### config.mk
export PLATFORM = sky130hd
export DESIGN_NAME = mem_access_unit
export DESIGN_NICKNAME = d
export VERILOG_FILES = /design/src/rtl/mem_access_unit_pkg.sv /design/src/rtl/mem_store_fmt.sv /design/src/rtl/mem_access_unit.sv
export SDC_FILE = /design/constraint.sdc
export NUM_CORES = 1
export LEC_CHECK = 0
export ABC_AREA = 1
export ABC_CLOCK_PERIOD_IN_PS = 3190
export CAP_MARGIN = 30
export CORE_MARGIN = 2
export CORE_UTILIZATION = 26
export CTS_BUF_LIST = sky130_fd_sc_hd__clkbuf_2
export DETAILED_ROUTE_END_ITERATION = 10
export HOLD_SLACK_MARGIN = 0.05
export PLACE_DENSITY = 0.57
export REMOVE_ABC_BUFFERS = 1
export SETUP_SLACK_MARGIN = 0.4
export SLEW_MARGIN = 40
export SYNTH_ARGS = -nofsm -noshare
export SYNTH_HDL_FRONTEND = slang
export SYNTH_SLANG_ARGS = --single-unit
### constraint.sdc
create_clock -name clk -period 3.19 [get_ports clk]
set_clock_uncertainty 0.15 [all_clocks]
set_input_delay 0.319 -clock clk [delete_from_list [all_inputs] [get_ports clk]]
set_output_delay 0.319 -clock clk [all_outputs]
set_load 0.03 [all_outputs]
### src/rtl/mem_access_unit_pkg.sv
// Shared defines for the memory stage: access op / size encodings used by
// decode, MEM and writeback, plus the MEM bus-master FSM state encodings.
package mem_access_unit_pkg;

  // access op (2 bits)
  localparam logic [1:0] ACCESS_OP_NONE = 2'd0;
  localparam logic [1:0] ACCESS_OP_M2R  = 2'd1;  // load
  localparam logic [1:0] ACCESS_OP_R2M  = 2'd2;  // store
  localparam logic [1:0] ACCESS_OP_REG  = 2'd3;  // register-only, no bus access

  // access size (3 bits); encodings 5..7 are undefined
  localparam logic [2:0] ACCESS_SZ_BYTE  = 3'd0;
  localparam logic [2:0] ACCESS_SZ_HALF  = 3'd1;
  localparam logic [2:0] ACCESS_SZ_WORD  = 3'd2;
  localparam logic [2:0] ACCESS_SZ_LEFT  = 3'd3;  // SWL/LWL
  localparam logic [2:0] ACCESS_SZ_RIGHT = 3'd4;  // SWR/LWR

  // bus-master FSM states
  localparam logic [1:0] MAU_ST_IDLE = 2'd0;
  localparam logic [1:0] MAU_ST_BUSY = 2'd1;
  localparam logic [1:0] MAU_ST_DONE = 2'd2;

  typedef enum logic [1:0] {
    ST_IDLE = MAU_ST_IDLE,
    ST_BUSY = MAU_ST_BUSY,
    ST_DONE = MAU_ST_DONE
  } mau_state_e;

  // true for ops that touch the data bus
  function automatic logic is_bus_op(input logic [1:0] op);
    return (op == ACCESS_OP_M2R) || (op == ACCESS_OP_R2M);
  endfunction

endpackage

### src/rtl/mem_store_fmt.sv
// Store formatter: maps rt data and the low address bits onto little-endian
// byte lanes, producing lane-replicated write data and byte enables. Loads
// always request the full word (writeback extracts the bytes).
// Ports:
//   size       in  3   access size
//   a          in  2   addr[1:0]
//   data_i     in  32  rt value
//   op         in  2   access op
//   wrdata     out 32  lane-positioned write data
//   byteenable out 4   lane enables, 0 for undefined sizes
//   misaligned out 1   HALF with a[0]=1, or WORD with a!=0
module mem_store_fmt
  import mem_access_unit_pkg::*;
(
  input  logic [2:0]  size,
  input  logic [1:0]  a,
  input  logic [31:0] data_i,
  input  logic [1:0]  op,
  output logic [31:0] wrdata,
  output logic [3:0]  byteenable,
  output logic        misaligned
);

  logic [3:0] st_be;
  logic       sz_ok;

  always_comb begin
    wrdata     = '0;
    st_be      = 4'b0000;
    misaligned = 1'b0;
    sz_ok      = 1'b1;
    case (size)
      ACCESS_SZ_BYTE: begin
        wrdata = {4{data_i[7:0]}};
        st_be  = 4'b0001 << a;
      end
      ACCESS_SZ_HALF: begin
        wrdata     = {2{data_i[15:0]}};
        st_be      = a[1] ? 4'b1100 : 4'b0011;
        misaligned = a[0];
      end
      ACCESS_SZ_WORD: begin
        wrdata     = data_i;
        st_be      = 4'b1111;
        misaligned = (a != 2'd0);
      end
      // ~a == 3-a for a 2-bit address: SWL writes the top (a+1) bytes of rt
      // into the low lanes up to lane a.
      ACCESS_SZ_LEFT: begin
        wrdata = data_i >> {~a, 3'b000};
        st_be  = 4'b1111 >> ~a;
      end
      // SWR writes the low (4-a) bytes of rt into lanes a..3.
      ACCESS_SZ_RIGHT: begin
        wrdata = data_i << {a, 3'b000};
        st_be  = 4'b1111 << a;
      end
      default: sz_ok = 1'b0;
    endcase
    byteenable = (op == ACCESS_OP_M2R) ? (sz_ok ? 4'b1111 : 4'b0000) : st_be;
  end

endmodule

### src/rtl/mem_access_unit.sv
// MEM-stage data-bus master. Formats stores, issues loads/stores with a
// req/ack handshake, stalls the pipeline while the access is outstanding
// and captures the raw read word for writeback.
// Ports:
//   clk, rst                  clock, async active-high reset
//   req_valid, mem_access_op, mem_access_sz, addr_i, data_i, exception_det
//                             MEM-stage instruction
//   busy_o                    stall request (accept or access in flight)
//   done_o / bus_err_o        one-cycle completion / timeout pulses
//   mem_data_o                read word captured on ack
//   addr_err_o                misaligned HALF/WORD (combinational)
//   dbus_*                    data bus master side; dbus_rddata/dbus_ack in
module mem_access_unit
  import mem_access_unit_pkg::*;
#(
  parameter int BUS_TIMEOUT = 0  // cycles to wait for ack; 0 = wait forever
) (
  input  logic        clk,
  input  logic        rst,
  input  logic        req_valid,
  input  logic [1:0]  mem_access_op,
  input  logic [2:0]  mem_access_sz,
  input  logic [31:0] addr_i,
  input  logic [31:0] data_i,
  input  logic        exception_det,
  output logic        busy_o,
  output logic        done_o,
  output logic [31:0] mem_data_o,
  output logic        addr_err_o,
  output logic        bus_err_o,
  output logic [31:0] dbus_addr,
  output logic        dbus_read,
  output logic        dbus_write,
  output logic [31:0] dbus_wrdata,
  output logic [3:0]  dbus_byteenable,
  input  logic [31:0] dbus_rddata,
  input  logic        dbus_ack
);

  localparam int CW = (BUS_TIMEOUT > 1) ? $clog2(BUS_TIMEOUT) : 1;
  localparam logic [CW-1:0] TO_LAST = CW'((BUS_TIMEOUT > 0) ? BUS_TIMEOUT - 1 : 0);
  localparam logic [CW-1:0] CNT_MAX = '1;

  mau_state_e    state;
  logic [CW-1:0] cnt;

  logic [31:0] fmt_wrdata;
  logic [3:0]  fmt_be;
  logic        fmt_mis;
  logic        bus_req;
  logic        accept;
  logic        timeout_hit;

  mem_store_fmt u_fmt (
    .size       (mem_access_sz),
    .a          (addr_i[1:0]),
    .data_i     (data_i),
    .op         (mem_access_op),
    .wrdata     (fmt_wrdata),
    .byteenable (fmt_be),
    .misaligned (fmt_mis)
  );

  // Only a fresh instruction in IDLE can start or fault; in DONE the same
  // instruction is still presented and must not be re-issued.
  assign bus_req     = (state == ST_IDLE) && req_valid && is_bus_op(mem_access_op) && !exception_det;
  assign addr_err_o  = bus_req && fmt_mis;
  assign accept      = bus_req && !fmt_mis && (fmt_be != 4'b0000);
  assign busy_o      = accept || (state == ST_BUSY);
  assign timeout_hit = (BUS_TIMEOUT != 0) && (cnt == TO_LAST);

  always_ff @(posedge clk or posedge rst) begin
    if (rst) begin
      state           <= ST_IDLE;
      cnt             <= '0;
      done_o          <= 1'b0;
      bus_err_o       <= 1'b0;
      mem_data_o      <= '0;
      dbus_addr       <= '0;
      dbus_read       <= 1'b0;
      dbus_write      <= 1'b0;
      dbus_wrdata     <= '0;
      dbus_byteenable <= '0;
    end else begin
      done_o    <= 1'b0;
      bus_err_o <= 1'b0;
      case (state)
        ST_IDLE: begin
          if (accept) begin
            dbus_addr       <= {addr_i[31:2], 2'b00};
            dbus_wrdata     <= fmt_wrdata;
            dbus_byteenable <= fmt_be;
            dbus_read       <= (mem_access_op == ACCESS_OP_M2R);
            dbus_write      <= (mem_access_op == ACCESS_OP_R2M);
            cnt             <= '0;
            state           <= ST_BUSY;
          end
        end
        ST_BUSY: begin
          // exception_det is ignored here: an issued access always completes.
          if (dbus_ack) begin
            if (dbus_read) mem_data_o <= dbus_rddata;
            dbus_read  <= 1'b0;
            dbus_write <= 1'b0;
            done_o     <= 1'b1;
            state      <= ST_DONE;
          end else if (timeout_hit) begin
            mem_data_o <= '0;
            dbus_read  <= 1'b0;
            dbus_write <= 1'b0;
            done_o     <= 1'b1;
            bus_err_o  <= 1'b1;
            state      <= ST_DONE;
          end else if (cnt != CNT_MAX) begin
            cnt <= cnt + 1'b1;
          end
        end
        ST_DONE: state <= ST_IDLE;
        default: state <= ST_IDLE;
      endcase
    end
  end

endmodule

---- Word-level counts from Yosys, hierarchy flattened ----
Cells that the tools add are included.
word-level totals
  logic and storage cells ................. 60
  output and inout bits ................... 106
  input port bits ......................... 106
  flip-flop bits (word level) ............. 103
operators by class
  reductions and logical operators ........ 20
  bitwise operators ....................... 1
  muxes and demuxes ....................... 17
  equal/unequal tests ..................... 9
  shift operators ......................... 5
operators with widths
  operator             number
  $pmux 32 s5          1
  $shl 32x5->32        1
  $shr 32x5->32        1
  $pmux 4 s5           1
  $mux 4               3
  $eq 3x2->1 const B   2
  $logic_and 1x1->1    6
  $mux 1               6
  $pmux 1 s2           3
  $reduce_and 3->1     2
  $reduce_or 5->1      1
  $eq 2x1->1 const B   2
  $mux 2               2
  $ne 2x2->1 const B   2
  $pmux 2 s2           1
  $reduce_and 2->1     2
  $reduce_bool 2->1    2
  $reduce_bool 4->1    1
  $shl 1x2->4 const A  1
  $shl 4x2->4 const A  1
  $shr 4x2->4 const A  1
  $eq 3x1->1 const B   1
  $eq 3x3->1 const B   1
  $logic_not 3->1      1
  other kinds (5)      7

---- Longest topological paths before layout ----
  word-level depth ........................ 9
  gate-level depth with buffers ........... 10
  gate-level depth less buffers ........... 8

---- By module ----
A second synthesis with hierarchy kept.
second synthesis, totals
  cells, all modules ...................... 824
  area, all modules ....................... 5,683.0 sq um
by module, submodules not included
  module           instances  area an instance (sq um)  seq. area each (sq um)  cells an instance
  mem_access_unit  1          4,030.1                   2,577.5                 458
  mem_store_fmt    1          1,652.8                   0.0                     366

---- Worst setup path before layout ----
Ideal clock, no wire load.
  path kind ............................... input-to-output
  start ................................... in mem_access_op[0]
  end ..................................... out busy_o
  stages .................................. 8
  path buffers ............................ 1
  data arrival time ....................... 1,550 ps
  path slack .............................. 1,171 ps
  required time ........................... 2,721 ps
  cells stage by stage .................... inv_1 -> ha_1 -> nor3_1 -> nand2_1 -> inv_1 -> nand3_2 -> buf_2 -> nand2_1
on the way
  longest elaborated chain between the ends .. 7
  elaborated cells on any way between the ends .. 10
  those cells by class .................... eq/ne: 2; mux: 1; reduce/logical: 7
RTL lines
  what                                      RTL line                                        text
  start: declaration                        mem_access_unit.sv:21                           input logic [1:0] mem_access_op,
  $eq 2x1->1 or $eq 2x2->1 (tied branches)  mem_access_unit_pkg.sv:31, mem_store_fmt.sv:60
  $logic_or 1x1->1                          mem_access_unit_pkg.sv:31                       return (op == ACCESS_OP_M2R) || (op == ACCESS_OP_R2M);
  $logic_and 1x1->1 (2 in series)           mem_access_unit.sv:66                           assign bus_req = (state == ST_IDLE) && req_valid && is_bus_op(mem_access_op) && !exception_det;
  $logic_and 1x1->1                         mem_access_unit.sv:68                           assign accept = bus_req && !fmt_mis && (fmt_be != 4'b0000);
  $logic_and 1x1->1 (*)                     mem_access_unit.sv:68
  $logic_or 1x1->1 (*)                      mem_access_unit.sv:69                           assign busy_o = accept || (state == ST_BUSY);
  end: declaration                          mem_access_unit.sv:26                           output logic busy_o,
Mark *: on every way between the ends. The rest lies on a longest branch, timed or not.

---- Worst setup path after layout ----
  start ................................... in mem_access_sz[0]
  end ..................................... out addr_err_o
on the way
  longest elaborated chain between the ends .. 3
  elaborated cells on any way between the ends .. 4
  those cells by class .................... eq/ne: 2; mux: 1; reduce/logical: 1
RTL lines
  what                                      RTL line               text
  start: declaration                        mem_access_unit.sv:22  input logic [2:0] mem_access_sz,
  $eq 3x2->1 or $eq 3x1->1 (tied branches)  mem_store_fmt.sv:32    case (size)
  $pmux 1 s2 (*)                            mem_store_fmt.sv:32
  $logic_and 1x1->1 (*)                     mem_access_unit.sv:67  assign addr_err_o = bus_req && fmt_mis;
  end: declaration                          mem_access_unit.sv:29  output logic addr_err_o,
Marks and branches as above.

==> reports/results.tsv <==
stage	metric	value	unit
synth	yosysUniqueCellTypes	24	
critical_path	worstPathRequired	2720	ps
sta	fmax	378.4	MHz
cells_and_area	drive_gt1_share	5.032	%
grt	grt_max_degree	50	
sta	finalSetupTns	0	ps
grt	grt_first_pass_wirelength	33.26	mm
drt	ant_nets	0	
worst_hold_path	min_from	data_i[27]	
cts	cts.clk_slew.worst_paths	300	ps
placement	dp_hpwl	14.09	mm
synth	synth_seq_cells	103	
power_and_ir_drop	finalPower	4826	uW
power_and_ir_drop	power_frac_comb	48.5	%
grt	antenna_found_initial	1	
power_and_ir_drop	power_density	546.3	nW/um2
sta	fin_ws	547.2	ps
sta	hold_viol_final	0	
cells_and_area	fillCellCount	2246	
power_and_ir_drop	swShare	43.04	%
floorplan	start_util	26.38	%
cts	clock_latency	610	ps
critical_path	crit_path_start_kind	primary input	
critical_path	cp-end-kind	primary output	
cts	cts_tree	yes	
sta	final.min_clock_period	2643	ps
drt	drt_iter0_drc	465	
grt	overflow	0	
synth	yosys_warnings	0	
power_and_ir_drop	p_leak	0.004245	uW
floorplan	ioPinCount	212	
cells_and_area	syn_to_final_growth	54.44	%
drt	vias	6332	
cells_and_area	stdcell_area	8835	um2
critical_path	crit_fanout	11	
sta	period_share	82.85	%
critical_path	critPathKind	in2out	
drt	wirelength	20.52	mm
floorplan	rows	54	
placement	globalplace.congestion	0.8853	
cts	clockBufferDepth	2	
floorplan	die-area	23200	um2
synth	syn_area	5720	um2
cts	clock_sinks	103	
sta	finalSetupViolCount	0	
sta	timing.hold.ws	227.0	ps
placement	io_buffers	208	
grt	first_global_vias	6213	
critical_path	arrival	2170	ps
worst_hold_path	hp-class	in2reg	
cts	clk_root_buffer_cell	clkbuf_2	
synth	syn_inst	831	
critical_path	rr_endpoint	dbus_addr[25]	
sta	slew_violations	0	
critical_path	reg2regPathDepth	7	
grt	gr-usage-all-layers	17.61	%
drt	firstDrtPassIters	6	
power_and_ir_drop	peakVddDrop	0.2449	mV
synth	avgSynthCellArea	6.884	um2
worst_hold_path	holdPathStages	5	
power_and_ir_drop	net-switching-power	2077	uW
critical_path	regToRegSetupSlack	1520	ps
outcome	outcome	complete, no violations	
flow_run	cap_violations	0	
floorplan	die_w	152.3	um
power_and_ir_drop	p_clk_share	12.9	%
drt	drc	0	
critical_path	r2r-start	state[1]	
cells_and_area	final_nets	1197	
placement	placed_area	8082	um2
power_and_ir_drop	seqPwrFrac	38.5	%
synth	ys_seq_area_share	45.06	%
sta	worstMarginPinSlew	794.8	ps
worst_hold_path	min_to	dbus_wrdata[27]	
cts	h-tree-depth	3	
sta	relSlewSlack	46.86	%
placement	place_worst_setup_slack	-55.73	ps
floorplan	dieHeight	152.3	um
power_and_ir_drop	cellInternalPower	2749	uW
cts	cts_made_buffers	9	
sta	rsz0062_at_grt	false	
drt	avgRoutedWirePerCell	14.94	um
floorplan	core	21690	um2
drt	viasPerCell	4.608	
power groups by stage:
| stage | clock (uW) | sequential (uW) | combinational (uW) |
|---|---|---|---|
| 4_1_cts | 674 | 1860 | 2360 |
| 6_report | 624 | 1860 | 2340 |
| 3_5_place_dp | 0 | 1890 | 2290 |
| 3_3_place_gp | 0 | 1880 | 2280 |
| 5_1_grt | 716 | 1910 | 2500 |
| 2_1_floorplan | 0 | 2580 | 475 |
cell usage after synthesis:
cell type  instances  area [um2]
nor2_4             1       11.26
buf_2             12       60.06
nor2_1           133       499.2
buf_1              2       7.510
nand2_1          317        1190
nand2_4            1       11.26
nand4_1           17       106.4
clkinv_1           1       3.750
ha_1               2       25.02
inv_1             36       135.1
clkbuf_1          20       75.07
o21ai_1            3       15.01
nand3_4            1       17.52
buf_6              7       78.83
nand3_1          126       630.6
a21oi_1            4       20.02
nor3_1             2       10.01
buf_4              9       67.56
nand3_2            3       30.03
conb_1             1       3.750
inv_2              5       18.77
o21ai_0           24       120.1
nand2_2            1       6.260
dfrtp_1          103        2577
area by class of cell:
cell class	instances	area, um2	share of cell area, %
tap	280	350.3	3.965
clock inverter	6	55.05	0.6231
sequential	103	2577	29.17
multi-input combinational	638	2716	30.75
timing repair buffer	295	2928	33.14
inverter	42	160.2	1.813
antenna	1	2.502	0.02832
clock buffer	9	45.04	0.5098
stage by stage:
step	cells	util, %
final	1374	40.74
after global routing	1374	40.74
after CTS	1373	40.68
after detailed placement	1294	37.26
after global placement	1294	37.26
after floorplan	783	-
layout by cell type (no fill, tap or decap), types with 2 or more instances in the layout:
cell / n
clkinvlp_4: 2
inv_1: 35
nand3_4: 2
dfrtp_1: 103
nand3_2: 2
ha_1: 2
nor3_1: 2
clkinv_4: 2
conb_1: 3
inv_8: 2
nand3_1: 126
clkbuf_2: 9
buf_4: 22
buf_12: 3
nor2_1: 131
dlygate4sd3_1: 64
a21oi_1: 4
clkdlybuf4s50_1: 206
o21ai_1: 3
o21ai_0: 24
nor2_2: 2
nand4_1: 17
inv_2: 5
nand2_1: 317
repair_timing:
action / 4_1_cts / 5_1_grt
setup endpoints to repair: 0 / 1
hold buffers: 64 / 0
setup buffers: 0 / 0
endpoints found under the hold margin: 103 / 0
resized for setup: 0 / 1
worst max-delay path by stage:
stage               cells past startpoint        endpoint             start
finish                                  7      addr_err_o  mem_access_sz[0]
global route                            9          busy_o  mem_access_op[0]
CTS                                     9          busy_o  mem_access_op[0]
detailed placement                      6  dbus_wrdata[2]  mem_access_sz[0]
global placement                        6  dbus_wrdata[2]  mem_access_sz[0]
floorplan                               1   dbus_addr[10]               rst
critical path, stage by stage:
cell and delay, ps:
clkdlybuf4s50_1 590, inv_2 330, nand3_4 240, nand2_1 130
nand2_1 140, nor2_1 270, buf_12 170
kinds of logic after synthesis:
| group | count (synthesis) | share of synthesized area, % |
|---|---|---|
| AND/OR/NAND/NOR | 602 | 43.92 |
| flip-flops | 103 | 45.06 |
| buffers and inverters | 92 | 7.808 |
| AO/OA/AOI/OAI | 31 | 2.712 |
| adder cells (fa/ha/maj) | 2 | 0.4374 |
| other | 1 | 0.06555 |
sequential cells by signal, summed over array words and instances, names as in the netlist:
register and count:
dbus_read 1, dbus_write 1, dbus_addr 30, dbus_byteenable 4, state 2, mem_data_o 32
done_o 1, dbus_wrdata 32
metal layers:
layer / GRT usage (%) / vias up / share of wire, %
li1: - / 3138 / -
met1: 21.93 / 2925 / 43
met2: 30.42 / 232 / 49
met3: 3.896 / 37 / 6.0
met4: 5.474 / 0 / 2.5
met5: 0 / - / 0
(Power assumes the default switching activity.)
